### config.mk
export PLATFORM = sky130hd
export DESIGN_NAME = vga_pixel_aligner_flat
export DESIGN_NICKNAME = d
export VERILOG_FILES = /design/src/rtl/vga_pixel_aligner_pkg.sv /design/src/rtl/vga_pixel_aligner_if.sv /design/src/rtl/vga_pixel_aligner_delay_line.sv /design/src/rtl/vga_pixel_aligner.sv /design/src/flat_wrapper.sv
export SDC_FILE = /design/constraint.sdc
export NUM_CORES = 1
export LEC_CHECK = 0
export BUFFER_PORTS_ARGS = -buffer_cell sky130_fd_sc_hd__buf_2
export CAP_MARGIN = 20
export CORE_MARGIN = 2
export CORE_UTILIZATION = 30
export DETAILED_ROUTE_END_ITERATION = 10
export PLACE_DENSITY = 0.54
export SETUP_SLACK_MARGIN = 0.2
export SYNTH_ARGS = -nofsm -noshare
export SYNTH_HDL_FRONTEND = slang
export SYNTH_SLANG_ARGS = --single-unit
### constraint.sdc
create_clock -name clk -period 3.62 [get_ports clk]
set_clock_uncertainty 0.1 [all_clocks]
set_input_delay 0.362 -clock clk [delete_from_list [all_inputs] [get_ports clk]]
set_output_delay 0.362 -clock clk [all_outputs]
set_load 0.02 [all_outputs]
### src/rtl/vga_pixel_aligner_pkg.sv
// Shared types and default timing for the VGA pixel aligner slice.
//   pixel_t       : 4-bit-per-channel RGB pixel
//   align_state_e : frame-lock FSM states
//   pipe_word_t   : one delay-line word {pixel, hsync, vsync, de, frame_start}
//   DEF_*         : default geometry / pipeline constants
package vga_pixel_aligner_pkg;

    typedef struct packed {
        logic [3:0] r;
        logic [3:0] g;
        logic [3:0] b;
    } pixel_t;

    typedef enum logic [1:0] {
        UNLOCKED,
        SYNCING,
        LOCKED
    } align_state_e;

    typedef struct packed {
        pixel_t pix;
        logic   hs;
        logic   vs;
        logic   de;
        logic   fs;
    } pipe_word_t;

    localparam int unsigned DEF_PIPE_STAGES = 2;
    localparam int unsigned DEF_H_ACTIVE    = 640;
    localparam int unsigned DEF_V_ACTIVE    = 480;
    localparam bit          DEF_SYNC_POL    = 1'b0;

endpackage

### src/rtl/vga_pixel_aligner_if.sv
// Video stream bundle between the colour filter chain and the VGA pins.
//   *_in  : filtered pixel, syncs and active-video enable (from the filter chain)
//   *_out : aligned, gated pixel and delayed syncs (to the pins)
//   frame_start / locked : status towards capture/debug logic
// Modports: master = stream source/sink side, slave = the aligner.
interface vga_pixel_aligner_if;

    logic [3:0] R_in;
    logic [3:0] G_in;
    logic [3:0] B_in;
    logic       hsync_in;
    logic       vsync_in;
    logic       de_in;

    logic [3:0] R_out;
    logic [3:0] G_out;
    logic [3:0] B_out;
    logic       hsync_out;
    logic       vsync_out;
    logic       de_out;
    logic       frame_start;
    logic       locked;

    modport master (
        output R_in, G_in, B_in, hsync_in, vsync_in, de_in,
        input  R_out, G_out, B_out, hsync_out, vsync_out, de_out, frame_start, locked
    );

    modport slave (
        input  R_in, G_in, B_in, hsync_in, vsync_in, de_in,
        output R_out, G_out, B_out, hsync_out, vsync_out, de_out, frame_start, locked
    );

endinterface

### src/rtl/vga_pixel_aligner_delay_line.sv
// delay_line: fixed-depth shift register with synchronous reset.
//   clk  : clock
//   rst  : synchronous active-high reset; every stage loads RST_VAL
//   din  : word entering the line
//   dout : word after DEPTH clock edges
module delay_line #(
    parameter int unsigned      WIDTH   = 1,
    parameter int unsigned      DEPTH   = 2,
    parameter logic [WIDTH-1:0] RST_VAL = '0
) (
    input  logic             clk,
    input  logic             rst,
    input  logic [WIDTH-1:0] din,
    output logic [WIDTH-1:0] dout
);

    localparam int unsigned SW = WIDTH * DEPTH;

    // Stages packed into one vector; newest word in the low slice.
    logic [SW-1:0] sr;

    always_ff @(posedge clk) begin
        if (rst) begin
            sr <= {DEPTH{RST_VAL}};
        end else begin
            sr <= SW'({sr, din});
        end
    end

    assign dout = sr[SW-1 -: WIDTH];

endmodule

### src/rtl/vga_pixel_aligner.sv
// vga_pixel_aligner: output stage in front of the VGA pins.
// Delays syncs/de/pixel by PIPE_STAGES cycles, blanks RGB unless the input
// geometry is locked, and emits a frame_start pulse with pixel (0,0).
//   clk : pixel clock
//   rst : synchronous active-high reset
//   vif : video stream bundle (slave modport)
// Optional build macro: BORDER_OVERLAY_EN - paint frame border pixels white.
module vga_pixel_aligner
    import vga_pixel_aligner_pkg::*;
#(
    parameter int unsigned PIPE_STAGES = DEF_PIPE_STAGES,
    parameter int unsigned H_ACTIVE    = DEF_H_ACTIVE,
    parameter int unsigned V_ACTIVE    = DEF_V_ACTIVE,
    parameter bit          SYNC_POL    = DEF_SYNC_POL
) (
    input logic                clk,
    input logic                rst,
    vga_pixel_aligner_if.slave vif
);

    localparam int unsigned XW = $clog2(H_ACTIVE + 1);
    localparam int unsigned YW = $clog2(V_ACTIVE + 1);
    localparam logic [XW-1:0] X_FULL = XW'(H_ACTIVE);
    localparam logic [YW-1:0] Y_FULL = YW'(V_ACTIVE);
`ifdef BORDER_OVERLAY_EN
    localparam logic [XW-1:0] X_LAST = XW'(H_ACTIVE - 1);
    localparam logic [YW-1:0] Y_LAST = YW'(V_ACTIVE - 1);
`endif
    localparam pipe_word_t RST_WORD = '{pix: '0, hs: ~SYNC_POL, vs: ~SYNC_POL, de: 1'b0, fs: 1'b0};

    align_state_e state, state_nxt;

    // x counts pixels already seen on this line (= index of the current one);
    // y counts completed lines since the last vsync edge.
    logic [XW-1:0] x;
    logic [YW-1:0] y;
    logic          de_d, vs_d, bad_seen;
    logic          vs_edge, de_fall, line_bad, frame_ok, is_locked;
    pixel_t        pix_gated;
    pipe_word_t    word_in, word_out;

    assign vs_edge   = (vif.vsync_in == SYNC_POL) && (vs_d != SYNC_POL);
    assign de_fall   = de_d && !vif.de_in;
    // A full line leaves x == H_ACTIVE at the falling edge; any further
    // de_in cycle after that is an over-long line.
    assign line_bad  = (de_fall && (x != X_FULL)) || (vif.de_in && (x == X_FULL));
    assign frame_ok  = (y == Y_FULL) && !bad_seen && !line_bad;
    assign is_locked = (state == LOCKED);

    always_ff @(posedge clk) begin
        if (rst) begin
            state    <= UNLOCKED;
            x        <= '0;
            y        <= '0;
            de_d     <= 1'b0;
            vs_d     <= ~SYNC_POL;
            bad_seen <= 1'b0;
        end else begin
            state <= state_nxt;
            de_d  <= vif.de_in;
            vs_d  <= vif.vsync_in;

            if (vif.de_in) begin
                if (x != X_FULL) x <= x + 1'b1;
            end else if (de_fall) begin
                x <= '0;
            end

            if (vs_edge) begin
                y <= '0;
            end else if (de_fall && (y != Y_FULL)) begin
                y <= y + 1'b1;
            end

            if (vs_edge) begin
                bad_seen <= 1'b0;
            end else if (line_bad) begin
                bad_seen <= 1'b1;
            end
        end
    end

    always_comb begin
        state_nxt = state;
        case (state)
            UNLOCKED: if (vs_edge) state_nxt = SYNCING;
            SYNCING:  if (vs_edge && frame_ok) state_nxt = LOCKED;
            LOCKED:   if (line_bad || (vs_edge && !frame_ok)) state_nxt = UNLOCKED;
            default:  state_nxt = UNLOCKED;
        endcase
    end

    always_comb begin
        pix_gated = '0;
        if (vif.de_in && is_locked) begin
            pix_gated = '{r: vif.R_in, g: vif.G_in, b: vif.B_in};
`ifdef BORDER_OVERLAY_EN
            if ((x == '0) || (x == X_LAST) || (y == '0) || (y == Y_LAST)) begin
                pix_gated = '{r: 4'hF, g: 4'hF, b: 4'hF};
            end
`endif
        end
    end

    always_comb begin
        word_in     = RST_WORD;
        word_in.pix = pix_gated;
        word_in.hs  = vif.hsync_in;
        word_in.vs  = vif.vsync_in;
        word_in.de  = vif.de_in;
        word_in.fs  = vif.de_in && is_locked && (x == '0) && (y == '0);
    end

    delay_line #(
        .WIDTH   ($bits(pipe_word_t)),
        .DEPTH   (PIPE_STAGES),
        .RST_VAL (RST_WORD)
    ) u_dly (
        .clk  (clk),
        .rst  (rst),
        .din  (word_in),
        .dout (word_out)
    );

    assign vif.R_out       = word_out.pix.r;
    assign vif.G_out       = word_out.pix.g;
    assign vif.B_out       = word_out.pix.b;
    assign vif.hsync_out   = word_out.hs;
    assign vif.vsync_out   = word_out.vs;
    assign vif.de_out      = word_out.de;
    assign vif.frame_start = word_out.fs;
    assign vif.locked      = is_locked;

endmodule

### src/flat_wrapper.sv
// flat-port wrapper written by rule: the top's interface ports become plain ports
module vga_pixel_aligner_flat import vga_pixel_aligner_pkg::*;
#(
    parameter int unsigned PIPE_STAGES = DEF_PIPE_STAGES,
    parameter int unsigned H_ACTIVE    = DEF_H_ACTIVE,
    parameter int unsigned V_ACTIVE    = DEF_V_ACTIVE,
    parameter bit          SYNC_POL    = DEF_SYNC_POL
)
  (clk, rst, vif_R_in, vif_G_in, vif_B_in, vif_hsync_in, vif_vsync_in, vif_de_in, vif_R_out, vif_G_out, vif_B_out, vif_hsync_out, vif_vsync_out, vif_de_out, vif_frame_start, vif_locked);
  vga_pixel_aligner_if vif_i ();
  input logic clk;
  input logic rst;
  input wire logic [$bits(vif_i.R_in)-1:0] vif_R_in;
  input wire logic [$bits(vif_i.G_in)-1:0] vif_G_in;
  input wire logic [$bits(vif_i.B_in)-1:0] vif_B_in;
  input wire logic [$bits(vif_i.hsync_in)-1:0] vif_hsync_in;
  input wire logic [$bits(vif_i.vsync_in)-1:0] vif_vsync_in;
  input wire logic [$bits(vif_i.de_in)-1:0] vif_de_in;
  output wire logic [$bits(vif_i.R_out)-1:0] vif_R_out;
  output wire logic [$bits(vif_i.G_out)-1:0] vif_G_out;
  output wire logic [$bits(vif_i.B_out)-1:0] vif_B_out;
  output wire logic [$bits(vif_i.hsync_out)-1:0] vif_hsync_out;
  output wire logic [$bits(vif_i.vsync_out)-1:0] vif_vsync_out;
  output wire logic [$bits(vif_i.de_out)-1:0] vif_de_out;
  output wire logic [$bits(vif_i.frame_start)-1:0] vif_frame_start;
  output wire logic [$bits(vif_i.locked)-1:0] vif_locked;
  assign vif_i.R_in = vif_R_in;
  assign vif_i.G_in = vif_G_in;
  assign vif_i.B_in = vif_B_in;
  assign vif_i.hsync_in = vif_hsync_in;
  assign vif_i.vsync_in = vif_vsync_in;
  assign vif_i.de_in = vif_de_in;
  assign vif_R_out = vif_i.R_out;
  assign vif_G_out = vif_i.G_out;
  assign vif_B_out = vif_i.B_out;
  assign vif_hsync_out = vif_i.hsync_out;
  assign vif_vsync_out = vif_i.vsync_out;
  assign vif_de_out = vif_i.de_out;
  assign vif_frame_start = vif_i.frame_start;
  assign vif_locked = vif_i.locked;
  vga_pixel_aligner #(.PIPE_STAGES(PIPE_STAGES), .H_ACTIVE(H_ACTIVE), .V_ACTIVE(V_ACTIVE), .SYNC_POL(SYNC_POL)) u_core (.clk(clk), .rst(rst), .vif(vif_i));
endmodule
* Word level (Yosys, flattened, before mapping) *
Index checks and enable logic that the tools add are counted.

operators by class
  shifts and indexed selects = 0
  mux-type cells = 7
  multiply operators = 0
  order comparisons = 0
  reduce and logical (&&, ||, !) cells = 26
  bitwise logic cells = 2
  add/subtract/negate cells = 2
  equal/unequal tests = 10
  div/mod/pow operators = 0

operators by type and width
  cell                                                  count
  two-way mux 10 bit                                    3
  logical AND 1 bit                                     12
  adder 10 x 1 -> 10 bit (second input constant)        1
  equality test 10 bit (second input constant)          1
  logical NOT 10 bit                                    1
  != test 10 bit (second input constant)                1
  adder 9 x 1 -> 9 bit (second input constant)          1
  equality test 9 bit (second input constant)           1
  logical NOT 9 bit                                     1
  != test 9 bit (second input constant)                 1
  two-way mux 2 bit                                     3
  != test 2 x 1 -> 1 bit (second input constant)        3
  one-hot mux 2 bit (3 select lines)                    1
  logical NOT 1 bit                                     4
  OR reduction 2 bit                                    2
  AND reduction 3 bit                                   1
  equality test 2 x 1 -> 1 bit (second input constant)  1
  equality test 2 bit (second input constant)           1
  logical NOT 2 bit                                     1
  logical OR 1 bit                                      2
  != test 2 bit (second input constant)                 1
  inverter 1 bit                                        2
  AND reduction 2 bit                                   1
  nonzero test 2 bit                                    1

word-level totals
  flip-flop bits (word level) = 56
  bits in writable memories = 0
  bits in latches = 0
  logic and storage cells = 55
  memories = 0
  output and inout bits = 17
  bits in read-only memories = 0

* Longest topological paths before layout *
  word-level depth = 11
  depth in mapped cells = 6
  gate-level depth less buffers = 6

* Hierarchy *
Synthesis repeated with hierarchy kept, for this count alone.

second synthesis, totals
  cell total of the unflattened synthesis = 240
  area, all modules = 2,324.7 um2

by module, submodules not included
  module             times used  area an instance (um2)  cells each
  vga_pixel_aligner  1           1,341.3                 157
  delay_line         1           983.4                   83

* Worst setup path after synthesis *
Ideal clock, no wire load.

  path type = flip-flop to flip-flop
  from = register u_core.y[0]
  to = register u_core.y[1]
  arrival = 1.446 ns
  path buffers = 0
  stages on the path, launching flop included = 7
  required time = 3.393 ns
  setup slack = 1.947 ns
  cells stage by stage = dfxtp_1 > inv_1 > ha_1 > or4b_4 > o21ai_2 > mux2i_1 > nor2_1

between the ends
  word-level cells in the longest chain between the ends = 2
  elaborated cells between the ends (all ways) = 3
  those cells by class = add/sub (1); eq/ne (1); reduce/logical (1)

RTL lines
  element                                                                       line                     source
  start, declared                                                               vga_pixel_aligner.sv:36  logic [YW-1:0] y;
  start signal, assigned                                                        vga_pixel_aligner.sv:72  y <= y + 1'b1;
  parallel branches: the longest is 2 deep, another holds adder 9 x 1 -> 9 bit  -

Parallel ways; which one is timed is not known.
A chain may end at the register's enable or synchronous reset.

* Worst setup path in the final report *
  from = register u_core.state[1]
  to = output port vif_locked

between the ends
  word-level cells in the longest chain between the ends = 1

RTL lines
  element                 line                     source
  start, declared         vga_pixel_aligner.sv:31  align_state_e state, state_nxt;
  start signal, assigned  vga_pixel_aligner.sv:59  state <= state_nxt;
  equality test 2 bit     vga_pixel_aligner.sv:48  assign is_locked = (state == LOCKED);
  end, declared           flat_wrapper.sv:26       output wire logic [$bits(vif_i.locked)-1:0] vif_locked;

Every way passes these cells.

==> results.json <==
{
  "rrSetupSlack_ns": 1.73,
  "drt_iter0_markers": 69,
  "layout_commonest_cell": "dfxtp_1",
  "setup-violations-final": 0,
  "path_max_fanout": 15,
  "die_h_um": 87.86,
  "worstSetupPathType": "reg -> out",
  "worstMarginPinSlew_ns": 0.7583,
  "status": "complete, no violations",
  "cts_sinks": 54,
  "cts_max_level": 2,
  "synth_edf_count": 0,
  "antenna_found_initial": 0,
  "grt_usage_pct": 10.14,
  "syn_area_per_cell_um2": 9.721,
  "power.density_mw_per_mm2": 425.3,
  "clock_latency_ns": 0.31,
  "cts_tree": "built",
  "ir_drop_mv": 0.1915,
  "io_buffers": 33,
  "hold_violations": 0,
  "grt_pass1_vias": 1352,
  "start_util_pct": 31.05,
  "startpoint": "u_core.state[1]$_SDFFE_PP0P_",
  "intPower_mw": 0.7664,
  "clk_pin_slew_ns": 0.10,
  "via_per_inst": 4.448,
  "ys_seq_area_share_pct": 51.25,
  "dp_hpwl_um": 2613,
  "layout.cell_area.non_filler_mm2": 0.002376,
  "cts_buffers": 5,
  "grt_max_degree": 34,
  "rsz0062_at_grt": "no",
  "synth.distinct_cells": 36,
  "p_leak_nw": 0.9700,
  "final_nets": 259,
  "antenna_left": 0,
  "slew_headroom_pct": 49.34,
  "post_dp_cell_area_mm2": 0.002278,
  "floorplan.io_pins": 34,
  "fmax_mhz": 495.0,
  "die-width_um": 87.86,
  "reg2reg_from": "u_core.x[0]$_SDFFE_PP0P_",
  "ys_warn_count": 0,
  "routabilityCongestion": 0.7325,
  "power_mw": 1.011,
  "syn_area_mm2": 0.002110,
  "hp-class": "in -> reg",
  "cp-start-kind": "register",
  "drt-total-wl_um": 3674,
  "drc_errors": 0,
  "wl_per_cell_um": 10.97,
  "crit_arrival_ns": 1.56,
  "period_minus_slack_ns": 2.020,
  "min_from": "vif_hsync_in",
  "postCtsSetupRepairBufs": 0,
  "critPathCaptureType": "output pin",
  "first_pass_iters": 4,
  "die-area_mm2": 0.007719,
  "grt_first_pass_wirelength_um": 6154,
  "hold_buffers": 0,
  "p_seq_share_pct": 60.3,
  "final_cell_mix": "54 x dfxtp_1, 33 x buf_2, 20 x nor2b_1",
  "fin_crit_sh_pct": 55.81,
  "grt-ovfl-total": 0,
  "maxCapViolations": 0,
  "core_area_mm2": 0.006794,
  "power_switching_mw": 0.2441,
  "synth_ff_type": "dfxtp_1",
  "setup_tns_ns": 0,
  "pwr-share-clk_pct": 34.6,
  "maxSlewViolCount": 0,
  "cts_resized": 0,
  "num_vias": 1490,
  "syn2layout_area_growth_pct": 12.63,
  "syn_inst": 217,
  "yosys_register_bits": 54,
  "synthesis.nets": 238,
  "power_frac_comb_pct": 5.1,
  "switching_share_pct": 24.15,
  "cts.path.max_buffers": 2,
  "diodes": 0,
  "ctsRootBufferMaster": "clkbuf_8",
  "rows": 30,
  "drive_gt1_share_pct": 21.76,
  "required_ns": 3.16,
  "async_flop_share_pct": 0
}
[critical path: stages (launching register included)]
cell and delay [ns]:
dfxtp_1 0.35, nor2b_1 0.61, buf_2 0.29
[stage by stage]
| step | utilization (%) | worst slack [ns] | hold slack, ns | instances |
|---|---|---|---|---|
| 6_report | 34.97 | 1.600 | 0.1302 | 335 |
| 5_1_grt | 34.97 | 1.452 | 0.1127 | 335 |
| 4_1_cts | 34.97 | 1.573 | 0.1221 | 335 |
| 3_5_place_dp | 33.54 | 1.650 | 0.2977 | 327 |
| 3_3_place_gp | 33.54 | 1.705 | 0.2917 | 327 |
| 2_1_floorplan | - | 1.947 | 0.2895 | 217 |
[Yosys cell counts (2+ instances only)]
cell	count	area share [%]
xnor2_1	5	2.1
nor2b_1	20	5.9
nor2_1	13	2.3
clkbuf_1	7	1.2
o211ai_1	2	0.71
mux2_2	2	1.1
nand3_1	8	1.9
xor2_1	2	0.83
dfxtp_1	54	51
inv_1	8	1.4
nand2b_1	3	0.89
a21oi_1	7	1.7
mux2i_1	3	1.4
nor4b_2	2	1.4
o31ai_1	2	0.71
nand2_1	7	1.2
ha_1	4	2.4
or4_1	2	0.71
a41oi_1	3	1.2
and3_1	14	4.2
o21ai_0	5	1.2
nor3_1	9	2.1
buf_4	12	4.3
nor4_1	2	0.59
or3_1	3	0.89
nand4_1	5	1.5
or2_2	4	1.2
[registers in the layout, indices dropped and copies added (netlist names)]
signal and flops:
u_core.bad_seen 1, u_core.state 2, u_core.x 10, u_core.u_dly.sr 32, u_core.y 9
[worst paths after layout]
kind                               endpoint  cells after the start
max                              vif_locked                      2
min reg2reg  u_core.u_dly.sr[19]$_SDFF_PP1_                      1
max reg2reg    u_core.state[1]$_SDFFE_PP0P_                      6
min           u_core.u_dly.sr[3]$_SDFF_PP1_                      2
[routing by layer]
metal	share of wire (%)	wire length, um	up-vias	GRT usage (%)
li1	-	-	782	-
met1	51	1875	680	13.77
met2	43	1591	26	15.01
met3	5.3	196	2	4.241
met4	0.30	11	0	2.378
met5	0	0	-	0
[power by group through the flow]
stage | logic (mW) | clock network (mW) | registers (mW)
floorplan | 0.0329 | 0 | 0.622
global placement | 0.0523 | 0 | 0.623
detailed placement | 0.0525 | 0 | 0.623
CTS | 0.0526 | 0.364 | 0.609
global route | 0.0578 | 0.392 | 0.611
finish | 0.0512 | 0.350 | 0.609
[cell families after synthesis]
logic type	share of synthesized area, %
adder cells (fa/ha/maj)	2.373
buffers and inverters	6.940
XOR/XNOR	2.906
multiplexers	2.491
flip-flops	51.25
AO/OA/AOI/OAI	6.999
AND/OR/NAND/NOR	27.05
[final cells by class]
cell class	count	area, um2
Clock buffer	5	68.82
Clock inverter	3	28.78
Fill cell	711	4418
Inverter	8	30.03
Multi-Input combinational cell	136	882.1
Sequential cell	54	1081
Tap cell	96	120.1
Timing Repair Buffer	33	165.2
No activity file was read; power rests on OpenSTA's default activity.
